<file path="src/rtl/div_share_pkg.sv">
// Shared widths, defaults and helpers for the shared divider controller.
package div_share_pkg;

    localparam int N_DEF       = 8;
    localparam int M_DEF       = 4;
    localparam int DIV_LAT_DEF = 8;

    // Ceiling log2; clog2(1) = 0.
    function automatic int clog2(input int v);
        int r;
        r = 0;
        for (int i = 0; i < 31; i++) begin
            if ((1 << i) < v) begin
                r = i + 1;
            end
        end
        return r;
    endfunction

    // Requester ID width; a single requester still carries a 1-bit ID.
    function automatic int id_width(input int m);
        return (m > 1) ? clog2(m) : 1;
    endfunction

    // Tag field widths for a given configuration: {valid, id, dz, dividend}.
    function automatic int tag_width(input int m, input int n);
        return 1 + id_width(m) + 1 + n;
    endfunction

endpackage

</file>
<file path="src/rtl/div.sv">
// Free-running N-stage restoring divider. One quotient bit per stage, no
// stall, no reset: whatever sits in the pipe is qualified by the caller.
module div #(
    parameter int N = 8
) (
    input  logic         clk,
    input  logic [N-1:0] in_dividend,
    input  logic [N-1:0] in_divisor,
    output logic [N-1:0] out_quotient,
    output logic [N-1:0] out_remainder
);

    logic [N-1:0] rem_q [N];
    logic [N-1:0] rem_d [N];
    logic [N-1:0] quo_q [N];
    logic [N-1:0] quo_d [N];
    logic [N-1:0] dvd_q [N];
    logic [N-1:0] dvd_d [N];
    logic [N-1:0] dvs_q [N];
    logic [N-1:0] dvs_d [N];

    // Each stage shifts the next dividend bit into the partial remainder and
    // subtracts the divisor when it fits.
    always_comb begin
        for (int k = 0; k < N; k++) begin : g_stage
            logic [N-1:0] rin;
            logic [N-1:0] qin;
            logic [N-1:0] din;
            logic [N-1:0] sin;
            logic [N:0]   trial;
            rin   = '0;
            qin   = '0;
            din   = in_dividend;
            sin   = in_divisor;
            if (k > 0) begin
                rin = rem_q[k-1];
                qin = quo_q[k-1];
                din = dvd_q[k-1];
                sin = dvs_q[k-1];
            end
            trial = {rin, din[N-1]};
            if (trial >= {1'b0, sin}) begin
                rem_d[k] = N'(trial - {1'b0, sin});
                quo_d[k] = (qin << 1) | N'(1);
            end else begin
                rem_d[k] = trial[N-1:0];
                quo_d[k] = qin << 1;
            end
            dvd_d[k] = din << 1;
            dvs_d[k] = sin;
        end
    end

    // Pipeline registers; intentionally unreset.
    always_ff @(posedge clk) begin
        for (int k = 0; k < N; k++) begin
            rem_q[k] <= rem_d[k];
            quo_q[k] <= quo_d[k];
            dvd_q[k] <= dvd_d[k];
            dvs_q[k] <= dvs_d[k];
        end
    end

    assign out_quotient  = quo_q[N-1];
    assign out_remainder = rem_q[N-1];

endmodule

</file>
<file path="src/rtl/div_share_ctrl_arb.sv">
// Round-robin arbiter: grants the first requester at or after the pointer,
// then moves the pointer just past the winner.
module div_rr_arb
    import div_share_pkg::*;
#(
    parameter  int M    = 4,
    localparam int ID_W = id_width(M)
) (
    input  logic            clk,
    input  logic            rst,
    input  logic [M-1:0]    req,
    output logic [M-1:0]    gnt,
    output logic [ID_W-1:0] gnt_idx,
    output logic            any_gnt
);

    logic [ID_W-1:0] ptr_q;
    logic [ID_W-1:0] ptr_d;

    // Rotating priority search; nothing is granted while reset is held.
    always_comb begin
        int idx;
        int nxt;
        gnt     = '0;
        gnt_idx = '0;
        any_gnt = 1'b0;
        ptr_d   = ptr_q;
        idx     = 0;
        nxt     = 0;
        for (int i = 0; i < M; i++) begin
            idx = int'(ptr_q) + i;
            if (idx >= M) begin
                idx = idx - M;
            end
            if (!any_gnt && !rst && req[idx]) begin
                any_gnt = 1'b1;
                gnt_idx = ID_W'(idx);
            end
        end
        for (int i = 0; i < M; i++) begin
            gnt[i] = any_gnt && (int'(gnt_idx) == i);
        end
        if (any_gnt) begin
            nxt = int'(gnt_idx) + 1;
            if (nxt >= M) begin
                nxt = 0;
            end
            ptr_d = ID_W'(nxt);
        end
    end

    // Pointer register.
    always_ff @(posedge clk) begin
        if (rst) begin
            ptr_q <= '0;
        end else begin
            ptr_q <= ptr_d;
        end
    end

endmodule

</file>
<file path="src/rtl/div_share_ctrl.sv">
// Shares one pipelined divider among M requesters. A tag line running
// beside the divider carries who issued each op and whether it was a
// divide-by-zero; the tag at the tail qualifies and routes the result.
// DIV_LAT must match the divider depth, which is N for this divider.
module div_share_ctrl
    import div_share_pkg::*;
#(
    parameter  int N       = N_DEF,
    parameter  int M       = M_DEF,
    parameter  int DIV_LAT = DIV_LAT_DEF,
    localparam int ID_W    = id_width(M),
    localparam int IF_W    = clog2(DIV_LAT + 1)
) (
    input  logic            clk,
    input  logic            rst,
    input  logic [M-1:0]    req_valid,
    output logic [M-1:0]    req_ready,
    input  logic [M*N-1:0]  req_dividend,
    input  logic [M*N-1:0]  req_divisor,
    output logic [M-1:0]    rsp_valid,
    output logic [N-1:0]    rsp_quotient,
    output logic [N-1:0]    rsp_remainder,
    output logic            rsp_div_by_zero,
    output logic [IF_W-1:0] in_flight
);

    typedef struct packed {
        logic            valid;
        logic [ID_W-1:0] id;
        logic            dz;
        logic [N-1:0]    dividend;
    } tag_t;

    logic [M-1:0]    gnt;
    logic [ID_W-1:0] gnt_idx;
    logic            any_gnt;

    logic [N-1:0]    op_dividend;
    logic [N-1:0]    op_divisor;
    logic [N-1:0]    div_quo;
    logic [N-1:0]    div_rem;

    tag_t            tag_q [DIV_LAT];
    tag_t            tag_d [DIV_LAT];
    tag_t            tail;

    logic [M-1:0]    rsp_valid_q;
    logic [M-1:0]    rsp_valid_d;
    logic [N-1:0]    rsp_quotient_q;
    logic [N-1:0]    rsp_quotient_d;
    logic [N-1:0]    rsp_remainder_q;
    logic [N-1:0]    rsp_remainder_d;
    logic            rsp_dz_q;
    logic            rsp_dz_d;
    logic [IF_W-1:0] in_flight_q;
    logic [IF_W-1:0] in_flight_d;

    div_rr_arb #(
        .M (M)
    ) u_arb (
        .clk     (clk),
        .rst     (rst),
        .req     (req_valid),
        .gnt     (gnt),
        .gnt_idx (gnt_idx),
        .any_gnt (any_gnt)
    );

    assign req_ready = gnt;

    // Operand mux; an idle cycle feeds 0/1 so the divider never holds X.
    always_comb begin
        op_dividend = '0;
        op_divisor  = N'(1);
        if (any_gnt) begin
            op_dividend = req_dividend[int'(gnt_idx)*N +: N];
            op_divisor  = req_divisor[int'(gnt_idx)*N +: N];
        end
    end

    div #(
        .N (N)
    ) u_div (
        .clk           (clk),
        .in_dividend   (op_dividend),
        .in_divisor    (op_divisor),
        .out_quotient  (div_quo),
        .out_remainder (div_rem)
    );

    assign tail = tag_q[DIV_LAT-1];

    // Tag line shifts every cycle in lockstep with the divider.
    always_comb begin
        tag_d[0].valid    = any_gnt;
        tag_d[0].id       = gnt_idx;
        tag_d[0].dz       = any_gnt && (op_divisor == '0);
        tag_d[0].dividend = op_dividend;
        for (int k = 1; k < DIV_LAT; k++) begin
            tag_d[k] = tag_q[k-1];
        end
    end

    // Response formation at the tail; data fields hold when nothing retires.
    always_comb begin
        rsp_valid_d     = '0;
        rsp_quotient_d  = rsp_quotient_q;
        rsp_remainder_d = rsp_remainder_q;
        rsp_dz_d        = rsp_dz_q;
        if (tail.valid) begin
            for (int i = 0; i < M; i++) begin
                rsp_valid_d[i] = (int'(tail.id) == i);
            end
            if (tail.dz) begin
                rsp_quotient_d  = '1;
                rsp_remainder_d = tail.dividend;
                rsp_dz_d        = 1'b1;
            end else begin
                rsp_quotient_d  = div_quo;
                rsp_remainder_d = div_rem;
                rsp_dz_d        = 1'b0;
            end
        end
    end

    // Occupancy: one in per grant, one out per retiring tag.
    always_comb begin
        in_flight_d = in_flight_q + IF_W'(any_gnt) - IF_W'(tail.valid);
    end

    // State registers; clearing the tags discards anything in flight.
    always_ff @(posedge clk) begin
        if (rst) begin
            for (int k = 0; k < DIV_LAT; k++) begin
                tag_q[k] <= '0;
            end
            rsp_valid_q     <= '0;
            rsp_quotient_q  <= '0;
            rsp_remainder_q <= '0;
            rsp_dz_q        <= 1'b0;
            in_flight_q     <= '0;
        end else begin
            for (int k = 0; k < DIV_LAT; k++) begin
                tag_q[k] <= tag_d[k];
            end
            rsp_valid_q     <= rsp_valid_d;
            rsp_quotient_q  <= rsp_quotient_d;
            rsp_remainder_q <= rsp_remainder_d;
            rsp_dz_q        <= rsp_dz_d;
            in_flight_q     <= in_flight_d;
        end
    end

    assign rsp_valid       = rsp_valid_q;
    assign rsp_quotient    = rsp_quotient_q;
    assign rsp_remainder   = rsp_remainder_q;
    assign rsp_div_by_zero = rsp_dz_q;
    assign in_flight       = in_flight_q;

endmodule

</file>
<file path="config.mk">
export PLATFORM = sky130hd
export DESIGN_NAME = div_share_ctrl
export DESIGN_NICKNAME = d
export VERILOG_FILES = /design/src/rtl/div_share_pkg.sv /design/src/rtl/div.sv /design/src/rtl/div_share_ctrl_arb.sv /design/src/rtl/div_share_ctrl.sv
export SDC_FILE = /design/constraint.sdc
export NUM_CORES = 1
export LEC_CHECK = 0
export CAP_MARGIN = 40
export CORE_UTILIZATION = 40
export CTS_CLUSTER_SIZE = 10
export DETAILED_ROUTE_END_ITERATION = 8
export GPL_TIMING_DRIVEN = 0
export PLACE_DENSITY = 0.6
export SYNTH_ARGS = -nofsm -noshare
export SYNTH_HDL_FRONTEND = slang
export SYNTH_SLANG_ARGS = --single-unit
</file>
<file path="constraint.sdc">
create_clock -name clk -period 4.65 [get_ports clk]
set_input_delay 0.465 -clock clk [delete_from_list [all_inputs] [get_ports clk]]
set_output_delay 0.465 -clock clk [all_outputs]
set_load 0.05 [all_outputs]
</file>
; Yosys cells after proc, flatten, opt, wreduce, memory -nomap -nowiden
; Memories as Yosys holds them, arrays and structs flattened.
; Cells that the tools add are included.
[classes]
n_addsub = 18
order_cmp = 17
eq_ne = 6
shift = 2
muxes = 57
n_bitwise = 9
reduce_logical = 20
[ops]
columns = operator, n
row1 = 32-bit by 4-bit less-than comparator with 1-bit output (second input constant), 4
row2 = 32-bit 2-to-1 mux, 4
row3 = 32-bit by 4-bit greater-or-equal comparator with 1-bit output (second input constant), 3
row4 = 12-bit 2-to-1 mux, 8
row5 = 8-bit 2-to-1 mux, 12
row6 = 32-bit by 4-bit subtractor with 32-bit output (second input constant), 3
row7 = 32-bit by 6-bit indexed part select with 8-bit output, 2
row8 = 9-bit by 8-bit greater-or-equal comparator with 1-bit output, 7
row9 = 8-bit subtractor, 7
row10 = 1-bit 2-to-1 mux, 24
row11 = 1-bit logical AND, 12
row12 = 2-bit 2-to-1 mux, 5
row13 = 1-bit binary-select mux with 2-bit select, 4
row14 = 2-bit equality test (second input constant), 4
row15 = 1-bit by 8-bit greater-or-equal comparator with 1-bit output, 1
row16 = 8-bit logical NOT, 1
row17 = 1-bit bitwise OR, 8
row18 = 1-bit by 8-bit subtractor with 8-bit output, 1
row19 = 2-bit by 1-bit adder with 3-bit output (second input constant), 2
row20 = 2-bit by 2-bit adder with 3-bit output (second input constant), 2
row21 = 4-bit by 1-bit adder with 4-bit output, 1
row22 = 2-bit by 1-bit equality test with 1-bit output (second input constant), 2
row23 = 1-bit logical NOT, 4
row24 = 2-bit logical NOT, 2
row25 = 6 further kinds, 6
[totals]
reg_bits = 27
ram_bits = 344
inputBits = 70
output_inout_bits = 29
elab_cells = 140
mem_count = 5
[mem_list]
columns = memory, words, width, rd, rd_clocked_by_memory_dff, wr, line
row1 = tag_q, 8, 12, 8, 0, 8, div_share_ctrl.sv:43  ; tag_t tag_q [DIV_LAT];
row2 = u_div.dvs_q, 8, 8, 7, 0, 8, div.sv:19  ; logic [N-1:0] dvs_q [N];
row3 = u_div.quo_q, 8, 8, 8, 0, 8, div.sv:15  ; logic [N-1:0] quo_q [N];
row4 = u_div.rem_q, 8, 8, 8, 0, 8, div.sv:13  ; logic [N-1:0] rem_q [N];
row5 = u_div.dvd_q, 8, 7, 7, 0, 8, div.sv:17  ; logic [N-1:0] dvd_q [N];

; Longest topological paths before layout
; Gate-level depths: netlist of run 1.
[depth]
ltp_word = 24
depth_mapped = 17
ltp_nobuf = 14

; By module
; From an unflattened synthesis of run 1, not the netlist that was laid out.
[unflattened]
hier_cells = 1070
hier_area_um2 = 11572.3
[by_module_without_submodules]
columns = module, instances, cells_per_inst, area_per_inst_um2, seq_area_each_um2
row1 = div, 1, 680, 7151.9, 3683.5
row2 = div_share_ctrl, 1, 340, 4066.4, 2422.3
row3 = div_rr_arb, 1, 50, 354.1, 40.0

; Worst setup path before layout of run 1
; No wires, ideal clock.
[synth_timing]
path_type = input port to flip-flop
startpoint = in req_valid[3]
endpoint = mem u_div.rem_q[0][0]
setup_time_ps = 88
arrival_time_ps = 3399
required_ps = 4562
path_slack_ps = 1164
path_stages = 16
path_buffers = 2
path_cell_list = clkbuf_1 -> mux4_2 -> clkinv_1 -> o221ai_2 -> o21ai_4 -> clkbuf_1 -> and2_1 -> a211oi_1 -> o21ai_0 -> ha_1 -> inv_1 -> ha_1 -> inv_1 -> nand3_1 -> a31o_2 -> o31ai_1
[synth_rtl]
columns = element, line
row1 = from (decl), div_share_ctrl.sv:16  ; input logic [M-1:0] req_valid,
row2 = to (decl), div.sv:13

; Worst setup path in the final report of run 1
[layout_timing]
startpoint = in req_valid[1]
endpoint = out req_ready[2]
[layout_via]
elab_chain_len = 19
word_cells_on_any_way = 32
cone_classes = 1 x eq/ne / 20 x mux / 11 x reduce/logical
[layout_rtl]
columns = element, line
row1 = 1-bit binary-select mux with 2-bit select, div_share_ctrl_arb.sv:35  ; if (!any_gnt && !rst && req[idx]) begin
row2 = 1-bit 2-to-1 mux (not written as such) (2 in series), div_share_ctrl_arb.sv:35
row3 = 1-bit logical AND, div_share_ctrl_arb.sv:35
row4 = 1-bit 2-to-1 mux, div_share_ctrl_arb.sv:35
row5 = 1-bit logical NOT, div_share_ctrl_arb.sv:35
row6 = 1-bit logical AND (2 in series), div_share_ctrl_arb.sv:35
row7 = 1-bit 2-to-1 mux, div_share_ctrl_arb.sv:35
row8 = 1-bit logical NOT, div_share_ctrl_arb.sv:35
row9 = 1-bit logical AND (2 in series), div_share_ctrl_arb.sv:35
row10 = 1-bit 2-to-1 mux, div_share_ctrl_arb.sv:35
row11 = 1-bit logical NOT, div_share_ctrl_arb.sv:35
row12 = 1-bit logical AND (2 in series), div_share_ctrl_arb.sv:35
row13 = 2-bit 2-to-1 mux (*), div_share_ctrl_arb.sv:35
row14 = named net gnt_idx[1], div_share_ctrl.sv:35  ; logic [ID_W-1:0] gnt_idx;
row15 = 2-bit equality test (*), div_share_ctrl_arb.sv:41  ; gnt[i] = any_gnt && (int'(gnt_idx) == i);
row16 = 1-bit logical AND (*), div_share_ctrl_arb.sv:41
row17 = to (decl), div_share_ctrl.sv:17  ; output logic [M-1:0] req_ready,
; The timed path passes the listed nets; every way through them passes the cells marked *. The select of a mux whose other input is x is not followed.

==> results of run 1 <==
-- layout make-up --
cell class              count  area [µm²]
clock inverters             4        48.8
clock buffers              42         976
flip-flops and latches    307        6150
repair buffers             97         983
inverters                 112         425
fillers                  2605       14100
plain buffers              35         168
multi-input cells         633        4660
well taps                 378         473
-- cell usage after synthesis, types with 9 or more instances --
library cell and number:
o21ai_0 41, a311oi_1 21, mux2i_1 34, nor2b_1 103, ha_1 66, a211oi_1 11, xnor2_1 16, nand2_1 54
nand2b_1 11, nor2_1 85, inv_1 110, a21o_1 9, a21oi_1 16, and3_1 11, dfxtp_1 307, mux2_2 36
clkbuf_1 26, a21boi_0 21, nand4_1 14
-- power breakdown --
group          switching [mW]  internal, mW
Combinational            2.10          1.93
Clock                   0.972          1.48
Sequential              0.326          3.50
Total                    3.40          6.91
-- cell families (layout without fill, tap and decap cells) --
| logic type | count (synthesis) | after routing | synth area share [%] |
|---|---|---|---|
| simple gates | 306 | 306 | 13.9 |
| buf+inv | 149 | 290 | 5.27 |
| mux | 71 | 71 | 6.74 |
| compound gates | 158 | 158 | 9.73 |
| fa+ha+maj | 74 | 74 | 8.65 |
| xor+xnor | 24 | 24 | 1.84 |
| flops | 307 | 307 | 53.9 |
-- path summary, 6_finish.rpt --
check	from	endpoint	slack (ps)	cells after the start
worst min-delay path	u_div.quo_q[1][17]	u_div.quo_q[1][26]	320	0
worst max register to register	u_arb.ptr_q[0]	in_flight[3]	560	16
worst max-delay path	req_valid[1]	req_ready[2]	240	12
worst min register to register	u_div.quo_q[1][17]	u_div.quo_q[1][26]	320	0
-- repair_timing --
action | 4_1_cts | 5_1_grt
setup endpoints to repair | 0 | 4
setup buffers | 0 | 2
gates resized for setup | 0 | 3
-- placed cells by master, fill, tap and decap left out, types with 3 or more instances in the layout --
cell / count
and3_1: 11
a211oi_1: 11
and2_1: 8
a311oi_1: 21
nand2_1: 54
nand2b_1: 11
mux2_2: 36
mux2i_1: 34
clkbuf_1: 27
a21o_1: 9
nor3_1: 8
o211ai_1: 8
nor2b_1: 103
clkbuf_16: 38
o22ai_1: 8
dfxtp_1: 307
ha_1: 66
a21oi_1: 16
xor2_1: 8
xnor2_1: 16
nor2_1: 85
buf_6: 4
a21boi_0: 21
o21ai_0: 41
inv_1: 110
nand4_1: 14
buf_2: 4
fa_1: 8
a21boi_1: 3
clkdlybuf4s50_1: 93
-- per-layer routing --
metal	vias up	GRT usage [%]
met5	-	0
met4	0	6.50
met3	45	3.84
met2	170	25.7
met1	3286	16.6
li1	3872	-
-- state kept, by name, indices dropped and copies added (netlist names) --
register         cells
rsp_div_by_zero      1
in_flight            4
u_arb.ptr_q          2
rsp_quotient         8
rsp_valid            4
u_div.dvs_q         56
rsp_remainder        8
u_div.rem_q         64
tag_q               96
u_div.dvd_q         28
u_div.quo_q         36
-- critical path, cell delays in order --
cell and delay [ps]:
clkdlybuf4s50_1 470, clkbuf_1 330, nand3b_1 180, a211oi_2 100, nand4bb_1 230, buf_6 150
o21ai_4 210, clkbuf_1 380, buf_2 310, ha_1 180, and2_1 120, clkdlybuf4s50_1 810
-- per-stage QoR --
stage,cells,utilization (%)
2_1_floorplan,1089,-
3_3_place_gp,1562,45.9
3_5_place_dp,1562,45.9
4_1_cts,1608,49.6
5_1_grt,1608,49.7
6_report,1608,49.7
==> summary.md, run 1 <==
- **average detailed-routed wire length per instance** 12.7 µm
- **post-DR vias/cell** 4.59
- **worst hold slack** 315 ps
- **EDFF count, synth** 0
- **number of global-route vias before repair** 7275
- **detailed-route DRC error count** 0
- **final hold violation count** 0
- **data required time at the worst endpoint** 4180 ps
- **syn_area_per_cell** 10.5 µm²
- **wire length of the first global-routing pass** 33.8 mm
- **critical setup path kind** primary input to output pin
- **final worst-path cycle share** 94.9%
- **Fmax** 227 MHz
- **number of antenna violations at the first check in global routing** 0
- **synthesized instance count** 1089
- **Cell variety after synth** 58
- **die height** 171 µm
- **Std-Cell Core Area** 27900 µm²
- **number of nets with antenna violations after routing** 0
- **final antenna diode count** 0
- **worst relative slew slack** 48.7%
- **Yosys warning total** 0
- **clock tree from TritonCTS** yes
- **Starting DRT DRC Count** 233
- **Initial DRT Pass Iterations** 5
- **routed wire length** 20.4 mm
- **largest buffer count on any clock path** 3
- **post-synthesis instance area** 11400 µm²
- **PortBufs** 95
- **final critical-path setup slack** 236 ps
- **routability-driven placement congestion ratio** 0.843
- **Hold-fix buffers, CTS** 0
- **dpl cell area** 12800 µm²
- **total chip power** 10.3 mW
- **cell type with the largest total area after synthesis** dfxtp_1
- **detailed-routed wire length on met2** 9.77 mm
- **die outline area** 29200 µm²
- **Syn Nets** 1233
- **RSZ-0062 raised after global routing** no
- **startpoint kind of the worst setup timing path** primary input
- **count of boundary I/O pins** 99
- **overall track demand over capacity in global routing** 14.6%
- **highest ir drop seen on vdd** 0.000274 V
- **setup_tns** 0 ps
- **total number of nets in the final design** 1367
- **post-synthesis to final-layout area growth** 21.8%
- **Worst Max-Slew Pin Slew** 767 ps
- **uppermost layer routed** met4
- **share of the synthesized area in the top cell type** 53.9%
- **Die X** 171 µm
- **sequential fraction of the synthesis area** 53.9%
- **leakage power** 5.73 nW
- **routed length on met3** 1.18 mm
- **setup clock skew after layout** 13.3 ps
- **via count** 7373
- **max-slew violations** 0
- **routed metal-1 wirelength** 8.84 mm
- **top cells by area in the synthesized netlist** dfxtp_1 (54%), ha_1 (7.2%), nor2b_1 (5.7%)
- **maximum number of pins on one net before global-route repair** 12
- **arrival time of the worst setup path** 3950 ps
- **count of clock tree sinks** 307
- **num rows** 61
- **starting density of the core** 40.8%
- **run status** finished clean
- **post-layout instance area** 13900 µm²
- **max capacitance violation total** 0
- **class of the most critical hold timing path** flip-flop to flip-flop
- **dpl ws** 35.5 ps
- **type of element capturing the critical path** output pin
- **H-tree depth reported by CTS** 2
- **final critical delay including setup and external delays** 4410 ps
- **Cell Pwr Density** 743 nW/µm²
- **clock latency reported for the late side of the worst-skew pair** 520 ps
- **number of register bits inferred by synthesis** 307
- **ys flop type** dfxtp_1
- **largest fanout on the critical path** 11
- **number of buffers created by CTS** 37
- **ratio of cells with drive above 1 in the final layout** 8.46%
- **clk slew on worst S/H paths** 50 ps
- **total setup violations reported at the end of the flow** 0
- **sum of net half-perimeters after detailed placement** 15.7 mm
- **overall overflow remaining after global route** 0
- **Synth async-reset ratio** 0%
- **clock root buffer** clkbuf_16
Power figures use the tool's default switching activity.
==> run 2, diff against run 1 <==
- CORE_MARGIN: default -> 2
- clock period: 4.65 -> 4.85 ns (I/O delays scaled with it)
==> run 2 against run 1 <==
Effect of this change:
- combinational power fell by 4%
- via count rose by 0.30%
- non-clock buffer count did not move
- hold slack got worse by 5.1 ps
- utilization fell by 0.17 points
- sequential power fell by 4%
- largest cell class unchanged
==> summary.md, run 2 (synthesized netlist as in run 1, its figures left out) <==
- **run status** finished clean
- **Internal Dissipation** 6.58 mW
- **total setup violations reported at the end of the flow** 0
- **post-DR vias/cell** 4.60
- **PortBufs** 95
- **Cell Pwr Density** 713 nW/µm²
- **die outline area** 29900 µm²
- **maximum number of pins on one net before global-route repair** 12
- **switch share** 33.2%
- **num rows** 61
- **clk slew on worst S/H paths** 50 ps
- **detailed-route DRC error count** 0
- **r2r endpoint** in_flight[3]
- **H-tree depth reported by CTS** 2
- **Largest regs** tag_q x96, u_div.rem_q x64, u_div.dvs_q x56
- **max capacitance violation total** 0
- **average detailed-routed wire length per instance** 12.9 µm
- **routability-driven placement congestion ratio** 0.878
- **total number of nets in the final design** 1367
- **die height** 173 µm
- **wire length of the first global-routing pass** 34.7 mm
- **final antenna diode count** 0
- **commonest cells after routing, fill and taps aside** dfxtp_1 (307), inv_1 (110), nor2b_1 (103)
- **filler cell count in the final layout** 2598
- **Worst Max-Slew Pin Slew** 756 ps
- **number of flip-flops under the largest register name** 96
- **number of nets with antenna violations after routing** 0
- **largest fanout on the critical path** 11
- **worst reg2reg setup slack** 810 ps
- **clock tree from TritonCTS** yes
- **startpoint kind of the worst setup timing path** primary input
- **post-synthesis to final-layout area growth** 21.4%
- **max-slew violations** 0
- **reg-to-reg critical path startpoint** u_arb.ptr_q[0]
- **arrival time of the worst setup path** 4130 ps
- **via count** 7395
- **Die X** 173 µm
- **final hold violation count** 0
- **starting density of the core** 40.8%
- **number of global-route vias before repair** 7385
- **setup clock skew after layout** 19.5 ps
- **sequential share of power** 37.2%
- **Initial DRT Pass Iterations** 4
- **worst hold slack** 310 ps
- **overall track demand over capacity in global routing** 14.0%
- **routed wire length** 20.7 mm
- **count of boundary I/O pins** 99
- **Fmax** 217 MHz
- **cell depth of the worst min-delay path** 0
- **overall overflow remaining after global route** 0
- **number of antenna violations at the first check in global routing** 0
- **Std-Cell Core Area** 27900 µm²
- **class of the most critical hold timing path** flip-flop to flip-flop
- **final worst-path cycle share** 95.2%
- **final critical delay including setup and external delays** 4620 ps
- **highest ir drop seen on vdd** 0.000273 V
- **count of clock tree sinks** 307
- **commonest non-fill, non-tap cell in the layout** dfxtp_1
- **Starting DRT DRC Count** 232
- **number of buffers created by CTS** 37
- **data required time at the worst endpoint** 4370 ps
- **register with the most flip-flops** tag_q
- **critical setup path kind** primary input to output pin
- **Worst Hold Launch** u_div.dvd_q[0][9]
- **total chip power** 9.86 mW
- **RSZ-0062 raised after global routing** no
- **setup_tns** 0 ps
- **Comb pwr share** 39.3%
- **clock latency reported for the late side of the worst-skew pair** 510 ps
- **ratio of cells with drive above 1 in the final layout** 8.30%
- **worst r2r path cells** 16
- **power share of the clock group** 23.5%
- **largest buffer count on any clock path** 3
- **Worst Hold Path EP** u_div.dvd_q[1][3]
- **leakage power** 5.68 nW
- **type of element capturing the critical path** output pin
- **worst relative slew slack** 49.4%
- **power dissipated by switching net loads** 3.27 mW
- **sum of net half-perimeters after detailed placement** 15.8 mm
- **clock root buffer** clkbuf_16
## run 2: worst max path at each step
stage,start,endpoint,slack (ps),cells after the start
2_1_floorplan,req_valid[3],u_div.rem_q[0][0],1340,16
3_3_place_gp,req_valid[3],req_ready[2],150,11
3_5_place_dp,req_valid[3],req_ready[3],110,12
4_1_cts,req_valid[3],req_ready[2],80,12
5_1_grt,req_valid[3],req_ready[2],20,12
6_report,req_valid[3],req_ready[2],230,12
## run 2: critical path, stage by stage
cell and delay (ps):
clkdlybuf4s50_1 490, clkbuf_1 390, nor3b_2 120, a31oi_1 190, nand4bb_1 170, buf_6 180, o21ai_4 390, clkbuf_2 320
buf_2 270, ha_1 170, and2_1 130, clkdlybuf4s50_1 810
## run 2: area by class of cell
class | instances | area (µm²) | share of cell area (%)
flip-flops and latches | 307 | 6150 | 44.4
well taps | 378 | 473 | 3.42
repair buffers | 95 | 951 | 6.87
clock buffers | 41 | 951 | 6.87
plain buffers | 37 | 176 | 1.28
inverters | 112 | 425 | 3.08
clock inverters | 4 | 50.0 | 0.362
multi-input cells | 633 | 4660 | 33.7
## run 2: metal layers
layer / share of wire [%] / wire (µm) / global-route usage [%] / vias up
met5: 0 / 0 / 0 / -
met1: 43 / 8950 / 16.3 / 3275
li1: - / - / - / 3887
met3: 5.9 / 1230 / 3.52 / 50
met4: 3.7 / 756 / 6.32 / 0
met2: 47 / 9770 / 24.1 / 183
## run 2: repair_timing
action / CTS / global route
hold buffers: 0 / 0
gates resized for setup: 0 / 3
endpoints found under the setup margin: 0 / 3
hold endpoints to repair: 0 / 0
buffers inserted: 0 / 0
## run 2: stage by stage
stage | worst slack (ps) | util [%] | cell area [µm²] | cells
finish | 235 | 49.5 | 13800 | 1607
global route | 15.4 | 49.5 | 13800 | 1607
CTS | 82.7 | 49.5 | 13800 | 1607
detailed placement | 110 | 45.9 | 12800 | 1562
global placement | 145 | 45.9 | 12800 | 1562
floorplan | 1340 | - | 11400 | 1089
## run 2: power groups by stage
stage          clock network, mW  registers [mW]  logic, mW
5_1_grt                     2.49            3.76       4.36
3_5_place_dp                   0            3.72       3.87
2_1_floorplan                  0            3.64       3.02
4_1_cts                     2.39            3.68       3.91
6_report                    2.31            3.67       3.87
3_3_place_gp                   0            3.71       3.81
==> run 3, diff against run 2 <==
- GPL_ROUTABILITY_DRIVEN: default -> 1
==> results of run 3 <==
The final DEF is identical to that of run 2; final timing and power are the same.
